## config.mk

```make
export PLATFORM = sky130hd
export DESIGN_NAME = instr_fetch_stage
export DESIGN_NICKNAME = d
export VERILOG_FILES = /design/src/rtl/instr_fetch_stage.sv
export SDC_FILE = /design/constraint.sdc
export NUM_CORES = 1
export LEC_CHECK = 0
export CAP_MARGIN = 15
export CORE_ASPECT_RATIO = 2
export CORE_MARGIN = 4
export CORE_UTILIZATION = 50
export DETAILED_ROUTE_END_ITERATION = 10
export PLACE_DENSITY = 0.91
export SLEW_MARGIN = 10
export SYNTH_ARGS = -nofsm -noshare
export SYNTH_HDL_FRONTEND = slang
export SYNTH_SLANG_ARGS = --single-unit
```

## constraint.sdc

```tcl
create_clock -name clock -period 3.13 [get_ports clock]
set_input_delay 0.626 -clock clock [delete_from_list [all_inputs] [get_ports clock]]
set_output_delay 0.626 -clock clock [all_outputs]
set_load 0.03 [all_outputs]
```

## src/rtl/instr_fetch_stage.sv

```systemverilog
// IF stage plus IF/ID pipeline register: loads a packed program into a small ROM,
// then fetches one word per cycle, honouring branch redirect, flush and stall.
module instr_fetch_stage #(
    parameter int NUM_INSTR    = 10,
    parameter int INSTR_W      = 32,
    parameter int DRAIN_CYCLES = 4
) (
    input  logic                          clock,
    input  logic                          rst_n,
    input  logic                          start,
    input  logic [NUM_INSTR*INSTR_W-1:0]  in_instruction,
    input  logic                          stall,
    input  logic                          flush,
    input  logic                          branch_taken,
    input  logic [31:0]                   branch_target,
    output logic                          if_id_valid,
    output logic [INSTR_W-1:0]            if_id_instruction,
    output logic [31:0]                   if_id_pc,
    output logic [31:0]                   if_id_pc_plus4,
    output logic [31:0]                   PC,
    output logic                          busy,
    output logic                          done
);

    localparam logic [31:0] PC_LIMIT = 32'(NUM_INSTR * 4);
    localparam int          CNT_W    = $clog2(DRAIN_CYCLES + 1);

    typedef enum logic [2:0] {
        S_IDLE,
        S_LOAD,
        S_FETCH,
        S_DRAIN,
        S_DONE
    } state_t;

    state_t             state_reg;
    logic [CNT_W-1:0]   drain_cnt_reg;
    logic [INSTR_W-1:0] rom_mem     [NUM_INSTR];
    logic [INSTR_W-1:0] bundle_slot [NUM_INSTR];
    logic [INSTR_W-1:0] rom_rdata;
    logic [31:0]        pc_plus4;
    logic [31:0]        redirect_pc;
    logic               pc_in_range;
    logic               target_in_range;

    // Slot 0 sits in the most significant word of the bundle.
    generate
        for (genvar gi = 0; gi < NUM_INSTR; gi++) begin : g_slot
            assign bundle_slot[gi] =
                in_instruction[NUM_INSTR*INSTR_W-1-INSTR_W*gi -: INSTR_W];
        end
    endgenerate

    assign pc_plus4        = PC + 32'd4;
    assign redirect_pc     = branch_target & ~32'h3;
    assign pc_in_range     = (PC < PC_LIMIT);
    assign target_in_range = (redirect_pc < PC_LIMIT);

    always_comb begin
        rom_rdata = '0;
        for (int k = 0; k < NUM_INSTR; k++) begin
            if (PC[31:2] == 30'(k)) begin
                rom_rdata = rom_mem[k];
            end
        end
    end

    always_ff @(posedge clock or negedge rst_n) begin
        if (!rst_n) begin
            for (int k = 0; k < NUM_INSTR; k++) begin
                rom_mem[k] <= '0;
            end
        end else if (state_reg == S_LOAD) begin
            for (int k = 0; k < NUM_INSTR; k++) begin
                rom_mem[k] <= bundle_slot[k];
            end
        end
    end

    always_ff @(posedge clock or negedge rst_n) begin
        if (!rst_n) begin
            state_reg         <= S_IDLE;
            drain_cnt_reg     <= '0;
            PC                <= '0;
            if_id_valid       <= 1'b0;
            if_id_instruction <= '0;
            if_id_pc          <= '0;
            if_id_pc_plus4    <= '0;
            busy              <= 1'b0;
            done              <= 1'b0;
        end else begin
            case (state_reg)
                S_IDLE: begin
                    if (start) begin
                        state_reg <= S_LOAD;
                        busy      <= 1'b1;
                    end
                end

                S_LOAD: begin
                    PC                <= '0;
                    if_id_valid       <= 1'b0;
                    if_id_instruction <= '0;
                    state_reg         <= S_FETCH;
                end

                S_FETCH: begin
                    if (branch_taken) begin
                        PC                <= redirect_pc;
                        if_id_valid       <= 1'b0;
                        if_id_instruction <= '0;
                    end else if (flush) begin
                        if_id_valid       <= 1'b0;
                        if_id_instruction <= '0;
                        if (pc_in_range) begin
                            PC <= pc_plus4;
                        end else begin
                            drain_cnt_reg <= CNT_W'(DRAIN_CYCLES - 1);
                            state_reg     <= S_DRAIN;
                        end
                    end else if (stall) begin
                        // Hold PC and the IF/ID register untouched.
                    end else if (pc_in_range) begin
                        if_id_valid       <= 1'b1;
                        if_id_instruction <= rom_rdata;
                        if_id_pc          <= PC;
                        if_id_pc_plus4    <= pc_plus4;
                        PC                <= pc_plus4;
                    end else begin
                        if_id_valid       <= 1'b0;
                        if_id_instruction <= '0;
                        drain_cnt_reg     <= CNT_W'(DRAIN_CYCLES - 1);
                        state_reg         <= S_DRAIN;
                    end
                end

                S_DRAIN: begin
                    // The counter keeps running under stall; only an in-range
                    // redirect pulls the stage back into fetching.
                    if_id_valid       <= 1'b0;
                    if_id_instruction <= '0;
                    if (branch_taken) begin
                        PC <= redirect_pc;
                    end
                    if (branch_taken && target_in_range) begin
                        state_reg <= S_FETCH;
                    end else if (drain_cnt_reg == '0) begin
                        state_reg <= S_DONE;
                        busy      <= 1'b0;
                        done      <= 1'b1;
                    end else begin
                        drain_cnt_reg <= drain_cnt_reg - 1'b1;
                    end
                end

                S_DONE: begin
                    if (start) begin
                        state_reg <= S_LOAD;
                        busy      <= 1'b1;
                        done      <= 1'b0;
                    end
                end

                default: begin
                    state_reg <= S_IDLE;
                    busy      <= 1'b0;
                    done      <= 1'b0;
                end
            endcase
        end
    end

endmodule
```

==> metrics.log, run 1 <==
[metrics] outcome: completed
[metrics] Reg2Reg Launch Point: PC[2]$_DFFE_PN0P_
[metrics] EDFF count, synth: 0
[metrics] Rows: 103
[metrics] IO buf count: 480
[metrics] Synthesis Warnings: 0
[metrics] die extent in x: 149 um
[metrics] Hold Violations, Final: 0
[metrics] FF-to-FF setup slack: ~0.28 ns
[metrics] routed length per instance: 25.3 um
[metrics] period utilisation layout: 97.4%
[metrics] maximum clock skew at final layout: 0.0185 ns
[metrics] GRT Residual Overflow: 0
[metrics] Logic pwr share: 35.8%
[metrics] clock sink total: 451
[metrics] initial detailed-routing violation count: roughly 1.2k
[metrics] Leakage Power: 11.2 nW
[metrics] # Post-CTS Setup Buffers: 0
[metrics] max incr delay on CP: 1.02 ns
[metrics] non-filler cells in the finished layout: 2,693
[metrics] post-route setup TNS: 0 ns
[metrics] most frequent cells in the layout: 479 x sky130_fd_sc_hd__clkdlybuf4s50_1, 451 x sky130_fd_sc_hd__dfrtp_1, 303 x sky130_fd_sc_hd__mux2_2
[metrics] final worst slack: between 0.08 and 0.09 ns
[metrics] Hold-fix buffers, CTS: 0
[metrics] number of cells produced by synthesis: ~1.6k
[metrics] final wirelength: between 60 and 70 mm
[metrics] post-route minimum period: between 3 and 4 ns
[metrics] maximum VDD drop: roughly 0.56 mV
[metrics] setup slack at placement: -0.0189 ns
[metrics] number of CTS-inserted buffers: 40
[metrics] cell with the largest stage delay on the worst path: sky130_fd_sc_hd__nor4_1
[metrics] flip-flop count of the largest register, all copies and words added: 320
[metrics] top-level port count: 489
[metrics] number of different library cells in the post-synthesis netlist: 65
[metrics] total power: approximately 24 mW
[metrics] initial core utilization: approximately half
[metrics] H-Tree Level Count: 2
[metrics] global-route wire length before repair: slightly above 100 mm
[metrics] sequential group share of total power: about two fifths
[metrics] post-DP HPWL: 49.0 mm
[metrics] worst r2r path cells: 9
[metrics] critical path startpoint category: input port
[metrics] filler cell count in the final layout: 2,666
[metrics] Crit Path Max Fanout: 3
[metrics] number of antenna violations at the first check in global routing: 28
[metrics] die area: 43,400 sq um
[metrics] instance area at placement: 25,600 sq um
[metrics] kind of critical path: input port to flop
[metrics] total area of multi-input combinational cells: 8150 sq um
[metrics] register clock-pin slew on the reported worst setup and hold paths: 0.07 ns
[metrics] registers with the most flip-flops: rom_mem: 320 flops, if_id_instruction: 32 flops
[metrics] Pre-Repair DR Iteration Count: 7
[metrics] pwr dens: 880 nW/um^2
[metrics] register name with the most flops: rom_mem
[metrics] placed instance count: 2,593
[metrics] number of max-cap violations: 0
[metrics] via count of the first global-routing pass: 17.6k
[metrics] synthesized flop and latch total: 451
[metrics] Clk pwr share: 23.1%
[metrics] most common library cell in the layout ignoring fill and taps: sky130_fd_sc_hd__clkdlybuf4s50_1
[metrics] data arrival time of the worst path: 3.47 ns
[metrics] routability-driven placement congestion ratio: 0.981
[metrics] Post-route DRC: 0
[metrics] highest attainable clock frequency: 328 MHz
[metrics] FF/Latch Area: about 11,000 sq um
[metrics] number of resized instances in the post-cts repair step: 0
[metrics] syn_area_per_cell: 12.1 sq um
[metrics] worst slew pin tran: 1.20 ns
[metrics] Via-to-Cell Ratio: 6.03
[metrics] maximum number of pins on one net before global-route repair: 92
[metrics] RR Endpoint: if_id_instruction[27]$_DFFE_PN0P_
[metrics] worst hold path class: input port to asynchronous set/reset pin
[metrics] Critical Path End Type: flop
[metrics] clk buf depth: 3
[metrics] required time at the worst-slack endpoint: between 3 and 4 ns
[metrics] Clk Latency, worst-skew pair: 0.54 ns
[metrics] Async SR Flop Fraction: between 90% and 100%
[metrics] Die H: 291 um
[metrics] final layout net count: about 2.5k
[metrics] post-synthesis sequential area ratio: 56.4%
[metrics] Max Transition Viols Final: 0
[metrics] Total GRT Usage: between 30% and 40%
[metrics] Clock Tree Root: sky130_fd_sc_hd__clkbuf_16
[metrics] number of setup violations in the final report: 0
[metrics] post-route antenna net violation count: 0
[metrics] fraction of final layout cells with drive strength greater than 1: 21.7%
[metrics] Internal Power: 15.7 mW
[metrics] post-route design area: 27,100 sq um
[metrics] max_slew headroom: between 10% and 20%
[metrics] clock tree from TritonCTS: yes
[metrics] RSZ-0062 raised after global routing: false
[metrics] overall via count from detail_route: 16.2k
[metrics] Netlist Area Pre-Place: 20,000 sq um
[metrics] Top FF cell, synth: sky130_fd_sc_hd__dfrtp_1
[metrics] core region area: 39,600 sq um
[metrics] net switching power: 8.22 mW
[metrics] switching part of the total: approximately 34%
[metrics] layout overhead on the synthesized area: 35.6%
[metrics] chain of cells forming the critical path: clkdlybuf4s50_1, nor4_1, nand4_1, nor2_1, nor3_1, a21oi_1, mux2_2
## final cells by class
type                    instances  area share (%)
inverters                      26           0.360
repair buffers                539            19.9
diodes                         28           0.258
flip-flops and latches        451            41.6
well taps                     525            2.42
clock inverters                20            1.23
clock buffers                  52            4.19
multi-input cells            1052            30.0
## metal layers
layer	GRT usage [%]	share of wire [%]	wire length (um)	up-vias
li1	-	-	-	6922
met1	34.2	34	22900	8061
met2	51.5	51	34500	971
met3	6.01	8.0	5430	285
met4	21.5	7.8	5340	0
met5	0	0	0	-
## power by group through the flow
stage / clock [mW] / sequential (mW) / combinational, mW
floorplan: 0 / 9.55 / 5.37
global placement: 0 / 9.57 / 8.03
detailed placement: 0 / 9.75 / 8.36
CTS: 5.60 / 9.70 / 8.50
global route: 5.81 / 9.97 / 9.16
finish: 5.51 / 9.80 / 8.56
## synthesized netlist by cell type, types with 6 or more instances
master,n,area [sq um]
sky130_fd_sc_hd__nor2b_1,63,394
sky130_fd_sc_hd__dfrtp_1,451,11300
sky130_fd_sc_hd__o21ai_0,62,310
sky130_fd_sc_hd__a2bb2oi_2,10,150
sky130_fd_sc_hd__a22oi_1,43,323
sky130_fd_sc_hd__o22ai_1,15,93.8
sky130_fd_sc_hd__nor2_1,58,218
sky130_fd_sc_hd__and3_1,6,37.5
sky130_fd_sc_hd__nor3_1,9,45.0
sky130_fd_sc_hd__nand4_1,10,62.6
sky130_fd_sc_hd__nand2_1,123,462
sky130_fd_sc_hd__a2bb2oi_1,9,78.8
sky130_fd_sc_hd__nand3b_1,13,97.6
sky130_fd_sc_hd__nand3_1,23,115
sky130_fd_sc_hd__a221oi_1,27,236
sky130_fd_sc_hd__ha_1,6,75.1
sky130_fd_sc_hd__inv_1,26,97.6
sky130_fd_sc_hd__buf_4,8,60.1
sky130_fd_sc_hd__a21oi_1,82,410
sky130_fd_sc_hd__a311o_1,14,140
sky130_fd_sc_hd__and2_1,17,106
sky130_fd_sc_hd__nand2b_1,19,119
sky130_fd_sc_hd__a211o_1,14,123
sky130_fd_sc_hd__clkbuf_1,96,360
sky130_fd_sc_hd__nor4_1,12,75.1
sky130_fd_sc_hd__buf_2,14,70.1
sky130_fd_sc_hd__a221o_1,28,280
sky130_fd_sc_hd__mux2_2,303,3410
sky130_fd_sc_hd__a22o_1,20,175
## how the worst max path moves through the flow
stage,start,cells past startpoint,end
detailed placement,branch_taken,8,if_id_instruction[26]$_DFFE_PN0P_
finish,branch_target[24],7,drain_cnt_reg[1]$_DFFE_PN0P_
global route,PC[3]$_DFFE_PN0P_,7,if_id_instruction[14]$_DFFE_PN0P_
global placement,branch_taken,7,if_id_instruction[27]$_DFFE_PN0P_
floorplan,PC[2]$_DFFE_PN0P_,11,if_id_instruction[29]$_DFFE_PN0P_
CTS,PC[2]$_DFFE_PN0P_,9,if_id_instruction[20]$_DFFE_PN0P_
## stage by stage
step	util (%)	hold slack, ns
after global routing	68.5	0.0994
after CTS	68.4	0.0743
after detailed placement	64.6	0.456
after global placement	64.6	0.454
final	68.5	0.0531
after floorplan	-	0.330
## worst max-delay path: cells and delay by family
kind / cells / cell delay [ns]
AO/OA/AOI/OAI: 1 / 0.29
AND/OR/NAND/NOR: 4 / 1.74
buffers and inverters: 1 / 0.43
multiplexers: 1 / 0.39
## logic make-up after synthesis
kind of cell / synth area share [%]
fa+ha+maj: 0.375
mux: 17.1
compound gates: 12.7
flops: 56.4
other cells: 0.0188
simple gates: 10.1
buf+inv: 3.15
xor+xnor: 0.0876
(Power assumes the default switching activity.)
==> run 2: changes to the inputs <==
--- a/config.mk
+++ b/config.mk
@@ -5,10 +5,12 @@
 export SDC_FILE = /design/constraint.sdc
 export NUM_CORES = 1
 export LEC_CHECK = 0
+export ABC_AREA = 1
+export ABC_CLOCK_PERIOD_IN_PS = 3130
 export CAP_MARGIN = 15
 export CORE_ASPECT_RATIO = 2
 export CORE_MARGIN = 4
-export CORE_UTILIZATION = 50
+export CORE_UTILIZATION = 51
 export DETAILED_ROUTE_END_ITERATION = 10
 export PLACE_DENSITY = 0.91
 export SLEW_MARGIN = 10
==> run 2 against run 1 <==
Net effect: clock power shrank 2%; combinational power fell by 15%; sequential cell count unchanged; setup slack improved by 0.068 ns; via count up 27%.
==> metrics.log, run 2 <==
[metrics] outcome: completed
[metrics] data arrival time of the worst path: 3.41 ns (-0.06 ns)
[metrics] final wirelength: 70.8 mm (+3.9%)
[metrics] registers with the most flip-flops: rom_mem: 320 flops, if_id_instruction: 32 flops
[metrics] Final Hold Slack: 0.465 ns (+0.412 ns)
[metrics] maximum number of pins on one net before global-route repair: 140 (+52%)
[metrics] overall via count from detail_route: 20.6k (+27%)
[metrics] post-synthesis sequential area ratio: 52.1% (-4.3 points)
[metrics] flip-flop count of the largest register, all copies and words added: 320 (unchanged)
[metrics] Async SR Flop Fraction: 100% (unchanged)
[metrics] routed length per instance: 17.9 um (-29%)
[metrics] clock tree from TritonCTS: yes
[metrics] Worst Hold Path Cells: 2
[metrics] Pre-Repair DR Iteration Count: 5 (-2)
[metrics] number of max-cap violations: 0 (unchanged)
[metrics] filler cell count in the final layout: 3,259 (+22%)
[metrics] via count of the first global-routing pass: 20.7k (+18%)
[metrics] Synth top area share: 52.1% (-4.3 points)
[metrics] number of CTS-inserted buffers: 41 (+2.5%)
[metrics] ranking of synthesized cells by area: sky130_fd_sc_hd__dfrtp_1 52%, sky130_fd_sc_hd__nand2_1 19%, sky130_fd_sc_hd__o21ai_0 9.5%, sky130_fd_sc_hd__inv_1 8.1%, sky130_fd_sc_hd__clkbuf_1 2.2%
[metrics] RSZ-0062 raised after global routing: true
[metrics] required time at the worst-slack endpoint: 3.56 ns (about the same)
[metrics] total area of multi-input combinational cells: 8040 sq um (-1.3%)
[metrics] number of setup violations in the final report: 0 (unchanged)
[metrics] core region area: 41,900 sq um (+5.9%)
[metrics] IO buf count: 480 (unchanged)
[metrics] register clock-pin slew on the reported worst setup and hold paths: 0.07 ns (about the same)
[metrics] Die H: 299 um (+3.0%)
[metrics] max_slew headroom: 21.2% (+1.9 points)
[metrics] non-filler cells in the finished layout: 3,961 (+47%)
[metrics] most frequent cells in the layout: 1,122 x sky130_fd_sc_hd__nand2_1, 479 x sky130_fd_sc_hd__clkdlybuf4s50_1, 463 x sky130_fd_sc_hd__inv_1
[metrics] die area: 46,000 sq um (+5.9%)
[metrics] Critical Path End Type: flop
[metrics] routability-driven placement congestion ratio: 0.939 (-4.3%)
[metrics] kind of critical path: flop to flop
[metrics] Leakage Power: 14.6 nW (+30%)
[metrics] H-Tree Level Count: 2 (unchanged)
[metrics] worst hold path class: flop to flop
[metrics] post-route antenna net violation count: 0 (unchanged)
[metrics] Commonest cells post-synth: 1,123 x sky130_fd_sc_hd__nand2_1, 465 x sky130_fd_sc_hd__inv_1, 451 x sky130_fd_sc_hd__dfrtp_1
[metrics] post-DP HPWL: 50.7 mm (+3.4%)
[metrics] initial core utilization: 51.7% (+1.1 points)
[metrics] post-route minimum period: 2.98 ns (-0.0678 ns)
[metrics] biggest area consumer among synthesized cells: sky130_fd_sc_hd__dfrtp_1
[metrics] Top FF cell, synth: sky130_fd_sc_hd__dfrtp_1
[metrics] Rows: 106 (+2.9%)
[metrics] number of cells produced by synthesis: 2,932 (+78%)
[metrics] Crit Path Max Fanout: 23 (+20)
[metrics] maximum VDD drop: 0.586 mV (+5.1%)
[metrics] clk buf depth: 3 (unchanged)
[metrics] number of antenna violations at the first check in global routing: 34 (+21%)
[metrics] Via-to-Cell Ratio: 5.20 (-14%)
[metrics] maximum clock skew at final layout: 0.0296 ns (+0.0111 ns)
[metrics] Netlist Area Pre-Place: 21,700 sq um (+8.3%)
[metrics] top-level port count: 489 (unchanged)
[metrics] syn_area_per_cell: 7.39 sq um (-39%)
[metrics] fraction of final layout cells with drive strength greater than 1: 4.57% (-17 points)
[metrics] worst r2r path cells: 19 (+10)
[metrics] GRT Residual Overflow: 0 (unchanged)
[metrics] most common library cell in the layout ignoring fill and taps: sky130_fd_sc_hd__nand2_1
[metrics] FF/Latch Area: 11,300 sq um (unchanged)
[metrics] synthesized flop and latch total: 451 (unchanged)
[metrics] pwr dens: 761 nW/um^2 (-14%)
[metrics] period utilisation layout: 95.2% (-2.2 points)
[metrics] layout overhead on the synthesized area: 32.5%
[metrics] critical path startpoint category: flop
[metrics] Total GRT Usage: 30.0% (-0.55 points)
[metrics] clock sink total: 451 (unchanged)
[metrics] register name with the most flops: rom_mem
[metrics] total power: 21.8 mW (-8.5%)
[metrics] worst slew pin tran: 1.18 ns (-0.0189 ns)
[metrics] initial detailed-routing violation count: 1,304 (+9.6%)
[metrics] Hold Violations, Final: 0 (unchanged)
[metrics] number of different library cells in the post-synthesis netlist: 39 (-40%)
[metrics] EDFF count, synth: 0 (unchanged)
[metrics] Post-route DRC: 0 (unchanged)
[metrics] global-route wire length before repair: 110 mm (+7.2%)
[metrics] Clk Latency, worst-skew pair: 0.56 ns (+0.02 ns)
[metrics] post-route setup TNS: 0 ns (unchanged)
[metrics] most numerous cell in the Yosys netlist: sky130_fd_sc_hd__nand2_1
[metrics] highest attainable clock frequency: 336 MHz (+2.3%)
[metrics] Synthesis Warnings: 0 (unchanged)
[metrics] final layout net count: 3,724 (+51%)
[metrics] Clock Tree Root: sky130_fd_sc_hd__clkbuf_16
[metrics] placed instance count: 3,856 (+49%)
[metrics] Max Transition Viols Final: 0 (unchanged)
[metrics] die extent in x: 154 um (+2.9%)
## run 2: final cells by class
cell class	count	share of cell area (%)
diodes	31	0.270
multi-input cells	1858	28.0
repair buffers	535	18.8
inverters	473	6.23
well taps	540	2.35
flip-flops and latches	451	39.3
clock inverters	20	0.981
clock buffers	53	3.98
## run 2: metrics by stage
stage	area (sq um)	worst slack (ns)	utilization [%]
after global routing	28700	-0.00547	68.4
after detailed placement	27200	0.119	64.8
after CTS	28600	0.118	68.2
after global placement	27200	0.145	64.8
after floorplan	21700	0.783	-
final	28700	0.150	68.5
## run 2: logic make-up (layout without fill, tap and decap cells)
group | count (synthesis) | count (layout) | synth area share (%)
and+or+nand+nor | 1334 | 1334 | 24.1
buffers and inverters | 628 | 1081 | 11.1
muxes | 1 | 1 | 0.0462
adders and majority gates | 6 | 6 | 0.347
xor gates and xnor gates | 12 | 12 | 0.485
other | 1 | 37 | 0.0173
DFF | 451 | 451 | 52.1
AOI/OAI and AO/OA | 499 | 499 | 11.7
## run 2: what timing repair did
item                                   CTS  global route
setup endpoints to repair                0            21
buffers inserted                         0             0
hold buffers                             1             0
gates resized for setup                  0             8
endpoints found under the hold margin   44             0
## run 2: path summary, 6_finish.rpt
path                                                from                                end  slack (ns)
worst min register to register  rom_mem[128]$_DFFE_PN0N_           rom_mem[128]$_DFFE_PN0N_        0.46
min in group asynchronous                          rst_n           rom_mem[196]$_DFFE_PN0N_        0.57
max in group asynchronous                          rst_n            rom_mem[22]$_DFFE_PN0N_        1.60
worst min-delay path            rom_mem[128]$_DFFE_PN0N_           rom_mem[128]$_DFFE_PN0N_        0.46
worst max-delay path                  PC[26]$_DFFE_PN0P_  if_id_instruction[11]$_DFFE_PN0P_        0.15
worst max register to register        PC[26]$_DFFE_PN0P_  if_id_instruction[11]$_DFFE_PN0P_        0.15
## run 2: metal layers
layer | share of wire [%] | global-route usage (%) | vias up
met5 | 0.054 | 0 | -
met4 | 8.0 | 20.8 | 6
met3 | 7.0 | 5.19 | 286
met2 | 49 | 50.4 | 970
met1 | 36 | 34.7 | 9576
li1 | - | - | 9761
## run 2: power by group
| part | leakage [nW] | total, mW | switching (mW) | internal (mW) |
|---|---|---|---|---|
| Clock | 0.698 | 5.41 | 2.31 | 3.10 |
| Combinational | 8.43 | 7.29 | 4.88 | 2.41 |
| Sequential | 5.48 | 9.13 | 1.01 | 8.12 |
## run 2: worst max-delay path, stage by stage (launching register included)
cell and delay, ns:
sky130_fd_sc_hd__dfrtp_1 0.43, sky130_fd_sc_hd__nor2_1 0.17, sky130_fd_sc_hd__nand2_1 0.07, sky130_fd_sc_hd__nor2_1 0.25
sky130_fd_sc_hd__nand2_1 0.18, sky130_fd_sc_hd__nor2_4 0.21, sky130_fd_sc_hd__nand3_4 0.21, sky130_fd_sc_hd__buf_4 0.29
sky130_fd_sc_hd__o21ai_0 0.18, sky130_fd_sc_hd__inv_1 0.06, sky130_fd_sc_hd__nand2_1 0.07, sky130_fd_sc_hd__nand2_1 0.06
sky130_fd_sc_hd__o21ai_1 0.08, sky130_fd_sc_hd__nand2_1 0.06, sky130_fd_sc_hd__nand2_1 0.15, sky130_fd_sc_hd__nand2_1 0.08
sky130_fd_sc_hd__nand2_1 0.06, sky130_fd_sc_hd__nand2_1 0.10, sky130_fd_sc_hd__nand2_1 0.08, sky130_fd_sc_hd__nand2_1 0.05
